===== src/rtl/core_pkg.sv =====
// core_pkg: shared types and constants for the load/store unit.
//   lsu_state_e          - load/store unit FSM states
//   load_store_func_code - decoded memory operation from the execute stage
//   BE_WORD              - byte-enable pattern for a full word access
//   lsu_is_store()       - true for SW/SH/SB
//   lsu_is_misaligned()  - true when the address offset breaks the access size
package core_pkg;

    typedef enum logic [2:0] {
        ST_IDLE = 3'd0,
        ST_REQ  = 3'd1,
        ST_WAIT = 3'd2,
        ST_DONE = 3'd3,
        ST_ERR  = 3'd4
    } lsu_state_e;

    typedef enum logic [2:0] {
        LSU_LW  = 3'd0,
        LSU_LH  = 3'd1,
        LSU_LB  = 3'd2,
        LSU_LHU = 3'd3,
        LSU_LBU = 3'd4,
        LSU_SW  = 3'd5,
        LSU_SH  = 3'd6,
        LSU_SB  = 3'd7
    } load_store_func_code;

    localparam logic [3:0] BE_WORD = 4'b1111;

    function automatic logic lsu_is_store(input load_store_func_code func);
        case (func)
            LSU_SW, LSU_SH, LSU_SB: return 1'b1;
            default:                return 1'b0;
        endcase
    endfunction

    // Word accesses need offset 0, halfword accesses need an even offset,
    // byte accesses are always aligned.
    function automatic logic lsu_is_misaligned(input load_store_func_code func,
                                               input logic [1:0] offset);
        case (func)
            LSU_LW, LSU_SW:          return offset != 2'b00;
            LSU_LH, LSU_LHU, LSU_SH: return offset[0];
            default:                 return 1'b0;
        endcase
    endfunction

endpackage


===== src/rtl/lsu_load_align.sv =====
// lsu_load_align: shifts the bus read word down to the addressed byte lane
// and sign- or zero-extends it according to the load type.
//   func_i  [2:0]  load_store_func_code of the access
//   off_i   [1:0]  byte offset within the word (address bits [1:0])
//   rdata_i [31:0] raw word from the data bus
//   data_o  [31:0] extended load result (0 for store codes)
module lsu_load_align
    import core_pkg::*;
(
    input  logic [2:0]  func_i,
    input  logic [1:0]  off_i,
    input  logic [31:0] rdata_i,
    output logic [31:0] data_o
);

    logic [31:0] shifted;

    always_comb begin
        shifted = rdata_i >> {off_i, 3'b000};
        data_o  = 32'h0;
        case (load_store_func_code'(func_i))
            LSU_LB:  data_o = {{24{shifted[7]}}, shifted[7:0]};
            LSU_LBU: data_o = {24'h0, shifted[7:0]};
            LSU_LH:  data_o = {{16{shifted[15]}}, shifted[15:0]};
            LSU_LHU: data_o = {16'h0, shifted[15:0]};
            LSU_LW:  data_o = shifted;
            default: data_o = 32'h0;
        endcase
    end

endmodule


===== src/rtl/load_store_unit.sv =====
// load_store_unit: turns one core memory request into a single
// request/grant/response bus transaction and returns extended load data.
//   clk, rst                      clock, asynchronous active-high reset
//   lsu_req_i/func_i/addr_i/wdata_i  core request, held until done or err
//   lsu_stall_o                   freeze PC/regfile write while busy
//   lsu_done_o / lsu_err_o        one-cycle completion / misalignment pulses
//   lsu_rdata_o                   extended load data, valid with lsu_done_o
//   data_req_o/gnt_i              bus request and grant
//   data_addr_o/we_o/be_o/wdata_o bus command, stable while data_req_o is high
//   data_rvalid_i/rdata_i         bus read response
//
// Handshake: the request phase completes in the cycle where data_req_o and
// data_gnt_i are both high; until then every bus output is held stable. The
// response is accepted only in WAIT, in the first cycle data_rvalid_i is high,
// so a response arriving together with the grant or while idle is ignored.
module load_store_unit
    import core_pkg::*;
#(
    parameter int ADDR_WIDTH = 32
) (
    input  logic                  clk,
    input  logic                  rst,
    input  logic                  lsu_req_i,
    input  logic [2:0]            lsu_func_i,
    input  logic [ADDR_WIDTH-1:0] lsu_addr_i,
    input  logic [31:0]           lsu_wdata_i,
    output logic                  lsu_stall_o,
    output logic                  lsu_done_o,
    output logic [31:0]           lsu_rdata_o,
    output logic                  lsu_err_o,
    output logic                  data_req_o,
    input  logic                  data_gnt_i,
    output logic [ADDR_WIDTH-1:0] data_addr_o,
    output logic                  data_we_o,
    output logic [3:0]            data_be_o,
    output logic [31:0]           data_wdata_o,
    input  logic                  data_rvalid_i,
    input  logic [31:0]           data_rdata_i
);

    lsu_state_e            state_q, state_d;
    logic [2:0]            func_q;
    logic [1:0]            off_q;
    logic [ADDR_WIDTH-1:0] addr_q;
    logic                  we_q;
    logic [3:0]            be_q;
    logic [31:0]           wdata_q;
    logic [31:0]           rdata_q;

    load_store_func_code   func_in;
    logic                  misaligned;
    logic                  accept;
    logic [3:0]            be_fmt;
    logic [31:0]           wdata_fmt;
    logic [31:0]           load_data;

    assign func_in    = load_store_func_code'(lsu_func_i);
    assign misaligned = lsu_is_misaligned(func_in, lsu_addr_i[1:0]);
    assign accept     = (state_q == ST_IDLE) && lsu_req_i && !misaligned;

    // Byte enables and lane-replicated data follow the access size; loads
    // use the same enables so the bus sees which lanes are being read.
    always_comb begin
        be_fmt    = 4'b0001 << lsu_addr_i[1:0];
        wdata_fmt = {4{lsu_wdata_i[7:0]}};
        case (func_in)
            LSU_LW, LSU_SW: begin
                be_fmt    = BE_WORD;
                wdata_fmt = lsu_wdata_i;
            end
            LSU_LH, LSU_LHU, LSU_SH: begin
                be_fmt    = lsu_addr_i[1] ? 4'b1100 : 4'b0011;
                wdata_fmt = {2{lsu_wdata_i[15:0]}};
            end
            default: ;
        endcase
    end

    lsu_load_align u_align (
        .func_i  (func_q),
        .off_i   (off_q),
        .rdata_i (data_rdata_i),
        .data_o  (load_data)
    );

    always_comb begin
        state_d = state_q;
        case (state_q)
            ST_IDLE: begin
                if (lsu_req_i) state_d = misaligned ? ST_ERR : ST_REQ;
            end
            ST_REQ: begin
                if (data_gnt_i) state_d = we_q ? ST_DONE : ST_WAIT;
            end
            ST_WAIT: begin
                if (data_rvalid_i) state_d = ST_DONE;
            end
            ST_DONE: state_d = ST_IDLE;
            ST_ERR:  state_d = ST_IDLE;
            default: state_d = ST_IDLE;
        endcase
    end

    always_ff @(posedge clk or posedge rst) begin
        if (rst) begin
            state_q <= ST_IDLE;
            func_q  <= 3'b000;
            off_q   <= 2'b00;
            addr_q  <= '0;
            we_q    <= 1'b0;
            be_q    <= 4'b0000;
            wdata_q <= 32'h0;
            rdata_q <= 32'h0;
        end else begin
            state_q <= state_d;
            if (accept) begin
                func_q  <= lsu_func_i;
                off_q   <= lsu_addr_i[1:0];
                addr_q  <= {lsu_addr_i[ADDR_WIDTH-1:2], 2'b00};
                we_q    <= lsu_is_store(func_in);
                be_q    <= be_fmt;
                wdata_q <= wdata_fmt;
                rdata_q <= 32'h0;
            end else if ((state_q == ST_WAIT) && data_rvalid_i) begin
                rdata_q <= load_data;
            end
        end
    end

    // Request and strobes decode from state so reset drops them at once.
    assign data_req_o   = (state_q == ST_REQ);
    assign data_we_o    = we_q && (state_q == ST_REQ);
    assign data_addr_o  = addr_q;
    assign data_be_o    = be_q;
    assign data_wdata_o = wdata_q;

    assign lsu_done_o   = (state_q == ST_DONE);
    assign lsu_err_o    = (state_q == ST_ERR);
    assign lsu_rdata_o  = (state_q == ST_DONE) ? rdata_q : 32'h0;
    assign lsu_stall_o  = (state_q == ST_REQ) || (state_q == ST_WAIT) ||
                          ((state_q == ST_IDLE) && lsu_req_i);

endmodule


===== config.mk =====
export PLATFORM = sky130hd
export DESIGN_NAME = load_store_unit
export DESIGN_NICKNAME = d
export VERILOG_FILES = /design/src/rtl/core_pkg.sv /design/src/rtl/lsu_load_align.sv /design/src/rtl/load_store_unit.sv
export SDC_FILE = /design/constraint.sdc
export NUM_CORES = 1
export LEC_CHECK = 0
export ABC_AREA = 1
export CAP_MARGIN = 15
export CORE_MARGIN = 10
export CORE_UTILIZATION = 30
export CTS_CLUSTER_DIAMETER = 50
export DETAILED_ROUTE_END_ITERATION = 6
export GPL_TIMING_DRIVEN = 0
export PLACE_DENSITY = 0.68
export SYNTH_ARGS = -nofsm -noshare
export SYNTH_HDL_FRONTEND = slang
export SYNTH_SLANG_ARGS = --single-unit
export TNS_END_PERCENT = 50

===== constraint.sdc =====
create_clock -name clk -period 3 [get_ports clk]
set_input_delay 0.3 -clock clk [delete_from_list [all_inputs] [get_ports clk]]
set_output_delay 0.3 -clock clk [all_outputs]
set_load 0.01 [all_outputs]

==> results.cfg, run 1 <==
[run_status]
status = finished clean

[routing]
wire_per_inst_um = 16.53
wirelength_um = 20870
wl_met1_um = 8850
vias_per_cell = 4.659
wl_met2_um = 9411
drt_iter0_markers = 275
vias = 5884
first_pass_iters = 7
highest_layer = met4
drc = 0
wl_met3_um = 2350
postRouteAntennaNets = 0

[global_route]
grt_pass1_wl_um = 32370
antenna_found_initial = 1
grt_max_degree = 40
grt_pass1_vias = 5993
grtUsageTotal = 0.1675
grt-ovfl-total = 0

[clock_tree]
tritoncts = built
clk_pin_slew_ns = 0.08
htreeDepth = 3
post-cts-setup-buffers = 0
cts_resized = 0
cts_buffer_depth = 2
cts-root-buf = clkbuf_16
clk_latency_ns = 0.36
clkSinkCount = 107
cts_made_buffers = 9
postCtsHoldBufs = 0

[timing]
setup-tns-final_ns = 0
layout_min_cycle_time_ns = 2.723
max_slew_margin = 0.4283
finalClockSkew_ns = 0.01112
whs_ns = 0.4448
slew_violations = 0
timing.final.crit_share = 0.9076
worst_slack_ns = 0.2772
max_freq_mhz = 367.3
setup_violations = 0
grt_setup_unrepaired = no
tightest_slew_ns = 0.8558
hold_violations = 0

[logic_synthesis]
ys_seq_area_frac = 0.4737
synth_area_sq_um = 5653
avgSynthCellArea_sq_um = 7.040
synth.lib_cells_used.distinct = 24
ys.warnings.count = 0
ys_ff_latch = 107
syn_inst = 803

[floorplanning]
core_sq_um = 18640
num_io_pins = 209
die_height_um = 157.3
rows = 50
die_w_um = 157.3
die_area_sq_um = 24730
initial_core_util = 0.3032

[power_and_ir_drop]
vdd_drop_max_uv = 396.7
p_per_area_nw_per_um2 = 852.9
p_leak_uw = 0.004158
finalPower_uw = 7132

[job]
drv_cap = 0

[critical_path]
path_class = reg -> out
required_ns = 2.70
crit_family = buffers and inverters
crit_path_max_incr_delay_ns = 0.58
path_buf_inv = 3
crit_path_cell_trace = inv_1, nand3_1, clkbuf_1, nor2_1, clkdlybuf4s50_1
crit_arrival_ns = 2.42
crit_slowest_cell = clkdlybuf4s50_1
worst_setup_path_end_kind = primary output
crit_path_max_fanout = 10
startpoint_type = flop

[min_path]
hold_class = in -> async

[layout]
final_cells = 1263
layout.nets = 1127
area_delta_synth_final_pct = 47.92
layout-drive-gt1-share = 0.06420

[place]
port-buffer-count = 206
gp_congestion = 0.8952
dp_cells = 1246
preCtsSetupSlack_ns = 0.6319
place_hpwl_um = 16460
## cell usage after synthesis (all sizes together)
cell type  number  area share
nand2         361        0.24
dfrtp         107        0.47
nand3          90       0.081
inv            69       0.046
nor2           64       0.045
o21ai          40       0.035
buf            34       0.037
o211ai         14       0.019
clkbuf         13      0.0089
a21oi           3      0.0027
nand4           3      0.0033
nand3b          2      0.0027
nor3            2      0.0018
conb            1     0.00066
## cells in the final DEF, fill, tap and decap left out, types with 6 or more instances in the layout
cell / synthesis / final
buf_4: 6 / 6
o211ai_1: 14 / 14
nand2_1: 358 / 358
inv_1: 65 / 64
clkbuf_16: 0 / 9
buf_2: 24 / 24
clkdlybuf4s50_1: 0 / 206
nand3_1: 88 / 88
dfrtp_1: 107 / 107
nor2_1: 60 / 60
o21ai_0: 38 / 38
clkbuf_1: 12 / 13
## layer usage
layer / global-route usage / up-vias
li1: - / 2926
met5: 0 / -
met1: 0.1989 / 2736
met3: 0.08079 / 17
met2: 0.2669 / 205
met4: 0.04052 / 0
## power by group
| part | internal (uW) | switching (uW) | total [uW] |
|---|---|---|---|
| clock network | 659 | 581 | 1240 |
| logic | 1590 | 1930 | 3520 |
| registers | 2020 | 344 | 2370 |
## cell type report
cell class | count | area [sq um]
clock buffers | 10 | 229.0
fillers | 1940 | 10280
clock inverters | 6 | 75.07
flip-flops and latches | 107 | 2678
multi-input cells | 581 | 2460
inverters | 69 | 262.8
well taps | 234 | 292.8
diodes | 1 | 2.502
repair buffers | 208 | 2102
plain buffers | 47 | 260.3
## metrics by stage
step	util	area, sq um
floorplan	-	5660
global placement	0.4299	8015
detailed placement	0.4321	8055
CTS	0.4484	8359
global route	0.4484	8359
finish	0.4485	8362
## logic make-up (layout without fill, tap and decap cells)
kind of cell | after synthesis | after routing | share of synthesized area
other | 1 | 3 | 0.0006634
AOI/OAI and AO/OA | 57 | 57 | 0.05666
buffers and inverters | 116 | 340 | 0.09185
and+or+nand+nor | 522 | 522 | 0.3772
DFF | 107 | 107 | 0.4737
## final timing paths
kind | start | to | slack, ns | cells after the start
setup / recovery | state_q[2]$_DFFE_PP0P_ | lsu_rdata_o[30] | 0.28 | 5
hold / removal | rst | data_wdata_o[27]$_DFFE_PP0N_ | 0.44 | 2
setup reg to reg | state_q[2]$_DFFE_PP0P_ | rdata_q[7]$_DFFE_PP0P_ | 1.14 | 6
hold reg to reg | data_be_o[0]$_DFFE_PP0N_ | data_be_o[0]$_DFFE_PP0N_ | 0.47 | 2
max in group asynchronous | rst | rdata_q[17]$_DFFE_PP0P_ | 1.86 | 3
min in group clk | lsu_addr_i[27] | data_addr_o[27]$_DFFE_PP0N_ | 0.46 | 3
## flip-flops by register name, indices dropped and copies added, names as in the netlist
register      count
off_q             2
data_wdata_o     32
we_q              1
data_addr_o      30
rdata_q          32
data_be_o         4
func_q            3
state_q           3
Power figures use the tool's default switching activity.
==> run 2: changes to the inputs <==
- GPL_TIMING_DRIVEN: 0 -> not set
==> run 2 against run 1 <==
Effect of this change:
- global-route usage fell by 1.6 points
- critical endpoint is now lsu_rdata_o[11]
- utilization fell by 0.88 points
- worst setup slack improved by 0.48 ns
- count of clock-buffer cells in the layout rose by 1
- highest routed layer unchanged
- power fell by 1.9%
- critical path type unchanged
- sequential share of layout area rose by 0.64 points
- flip-flop and latch count did not move
- clock skew fell by 0.0061 ns
- via count fell by 3.8%
- register-to-register slack got worse by 0.27 ns
==> results.cfg, run 2 (synthesis results as in run 1) <==
[floorplanning]
rows = 50
initial_core_util = 0.3032
die_w_um = 157.3
die_area_sq_um = 24730
core_sq_um = 18640
num_io_pins = 209
die_height_um = 157.3

[clock_tree]
cts-root-buf = clkbuf_16
post-cts-setup-buffers = 0
cts_buffer_depth = 2
clk_latency_ns = 0.35
tritoncts = built
cts_resized = 0
cts_made_buffers = 9
htreeDepth = 3
clkSinkCount = 107
postCtsHoldBufs = 0
clk_pin_slew_ns = 0.07

[timing]
tightest_slew_ns = 0.7786
finalClockSkew_ns = 0.005065
setup_violations = 0
layout_min_cycle_time_ns = 2.244
worst_slack_ns = 0.7561
timing.final.crit_share = 0.7480
hold_violations = 0
max_freq_mhz = 445.7
max_slew_margin = 0.4795
grt_setup_unrepaired = no
setup-tns-final_ns = 0
slew_violations = 0
whs_ns = 0.4517

[power_and_ir_drop]
p_clk_frac = 0.181
p_leak_uw = 0.004055
power.internal_uw = 4293
p_per_area_nw_per_um2 = 853.6
seqPwrFrac = 0.340
switchingPower_uw = 2705
switching_share = 0.3865
finalPower_uw = 6997
pwr-share-comb = 0.479
vdd_drop_max_uv = 331.0

[critical_path]
reg2reg_depth = 8
crit_arrival_ns = 1.94
crit_path_max_fanout = 33
r2r_slack_ns = 0.87
path_class = reg -> out
worst_setup_path_end_kind = primary output
crit_start = state_q[2]$_DFFE_PP0P_
startpoint_type = flop
cp-endpoint = lsu_rdata_o[11]
required_ns = 2.70
r2r-start = off_q[0]$_DFFE_PP0N_
worst_r2r_endpoint = rdata_q[30]$_DFFE_PP0P_

[routing]
drt_iter0_markers = 289
postRouteAntennaNets = 0
first_pass_iters = 5
drc = 0
vias = 5662
vias_per_cell = 4.615
wire_per_inst_um = 15.52
wirelength_um = 19050

[run_status]
status = finished clean

[layout]
mostFrequentLayoutCell = nand2_1
layout.nets = 1091
area_delta_synth_final_pct = 45.02
design_area_sq_um = 8198
layout_common_cells = nand2_1, clkdlybuf4s50_1, dfrtp_1
layout-drive-gt1-share = 0.04133

[global_route]
grtUsageMet2 = 0.2348
grt-ovfl-total = 0
gr-usage-met3 = 0.07615
grt_max_degree = 108
grt_pass1_wl_um = 29790
grt_pass1_vias = 5638
antenna_found_initial = 0
busiest_layer = met2
grtUsageTotal = 0.1520
met1_usage = 0.1827

[place]
place_hpwl_um = 14070
postPlaceCellArea_sq_um = 7885
port-buffer-count = 206
preCtsSetupSlack_ns = 0.7215
gp_congestion = 0.8808

[job]
drv_cap = 0

[min_path]
hold_class = in -> async
[run 2: changes by cell type in the layout (fill, tap and decap cells not counted), sizes merged]
cell,previous run,this run
clkinv,3,2
inv,69,68
buf,36,13
bufinv,1,2
clkbuf,23,11
[run 2: layout make-up]
type | instances | area (sq um)
diodes | 1 | 2.502
clock buffers | 11 | 232.7
clock inverters | 5 | 77.57
fillers | 1865 | 10450
inverters | 69 | 262.8
multi-input cells | 581 | 2467
flip-flops and latches | 107 | 2678
well taps | 234 | 292.8
repair buffers | 219 | 2185
[run 2: worst max-delay path, cell delays in order (launching register included)]
cell             delay, ns
dfrtp_1               0.41
inv_1                 0.13
nand3_1               0.08
buf_4                 0.24
nor2_1                0.16
clkdlybuf4s50_1       0.56
[run 2: power by group through the flow]
stage / clock network, uW / registers (uW) / logic, uW
floorplan: 0 / 2530 / 1680
global placement: 0 / 2380 / 3380
detailed placement: 0 / 2380 / 3410
CTS: 1310 / 2380 / 3420
global route: 1370 / 2460 / 3780
finish: 1270 / 2380 / 3350
[run 2: how the worst min path moves through the flow]
stage / startpoint / endpoint / slack (ns) / cells after the start
after floorplan: lsu_addr_i[10] / data_addr_o[10]$_DFFE_PP0N_ / 0.41 / 2
after global placement: data_addr_o[9]$_DFFE_PP0N_ / data_addr_o[9]$_DFFE_PP0N_ / 0.46 / 2
after CTS: lsu_addr_i[23] / data_addr_o[23]$_DFFE_PP0N_ / 0.46 / 3
after global routing: lsu_addr_i[23] / data_addr_o[23]$_DFFE_PP0N_ / 0.48 / 3
after detailed placement: data_addr_o[14]$_DFFE_PP0N_ / data_addr_o[14]$_DFFE_PP0N_ / 0.46 / 2
final: rst / data_wdata_o[18]$_DFFE_PP0N_ / 0.45 / 3
[run 2: metal layers]
layer,part of all wire,wire length [um]
met5,0,0
met4,0.013,239
met3,0.12,2364
met2,0.45,8481
met1,0.42,7960
[run 2: stage by stage]
| step | utilization | std cells |
|---|---|---|
| after floorplan | - | 804 |
| after global placement | 0.4230 | 1210 |
| after detailed placement | 0.4230 | 1210 |
| after CTS | 0.4396 | 1226 |
| after global routing | 0.4396 | 1226 |
| final | 0.4397 | 1227 |
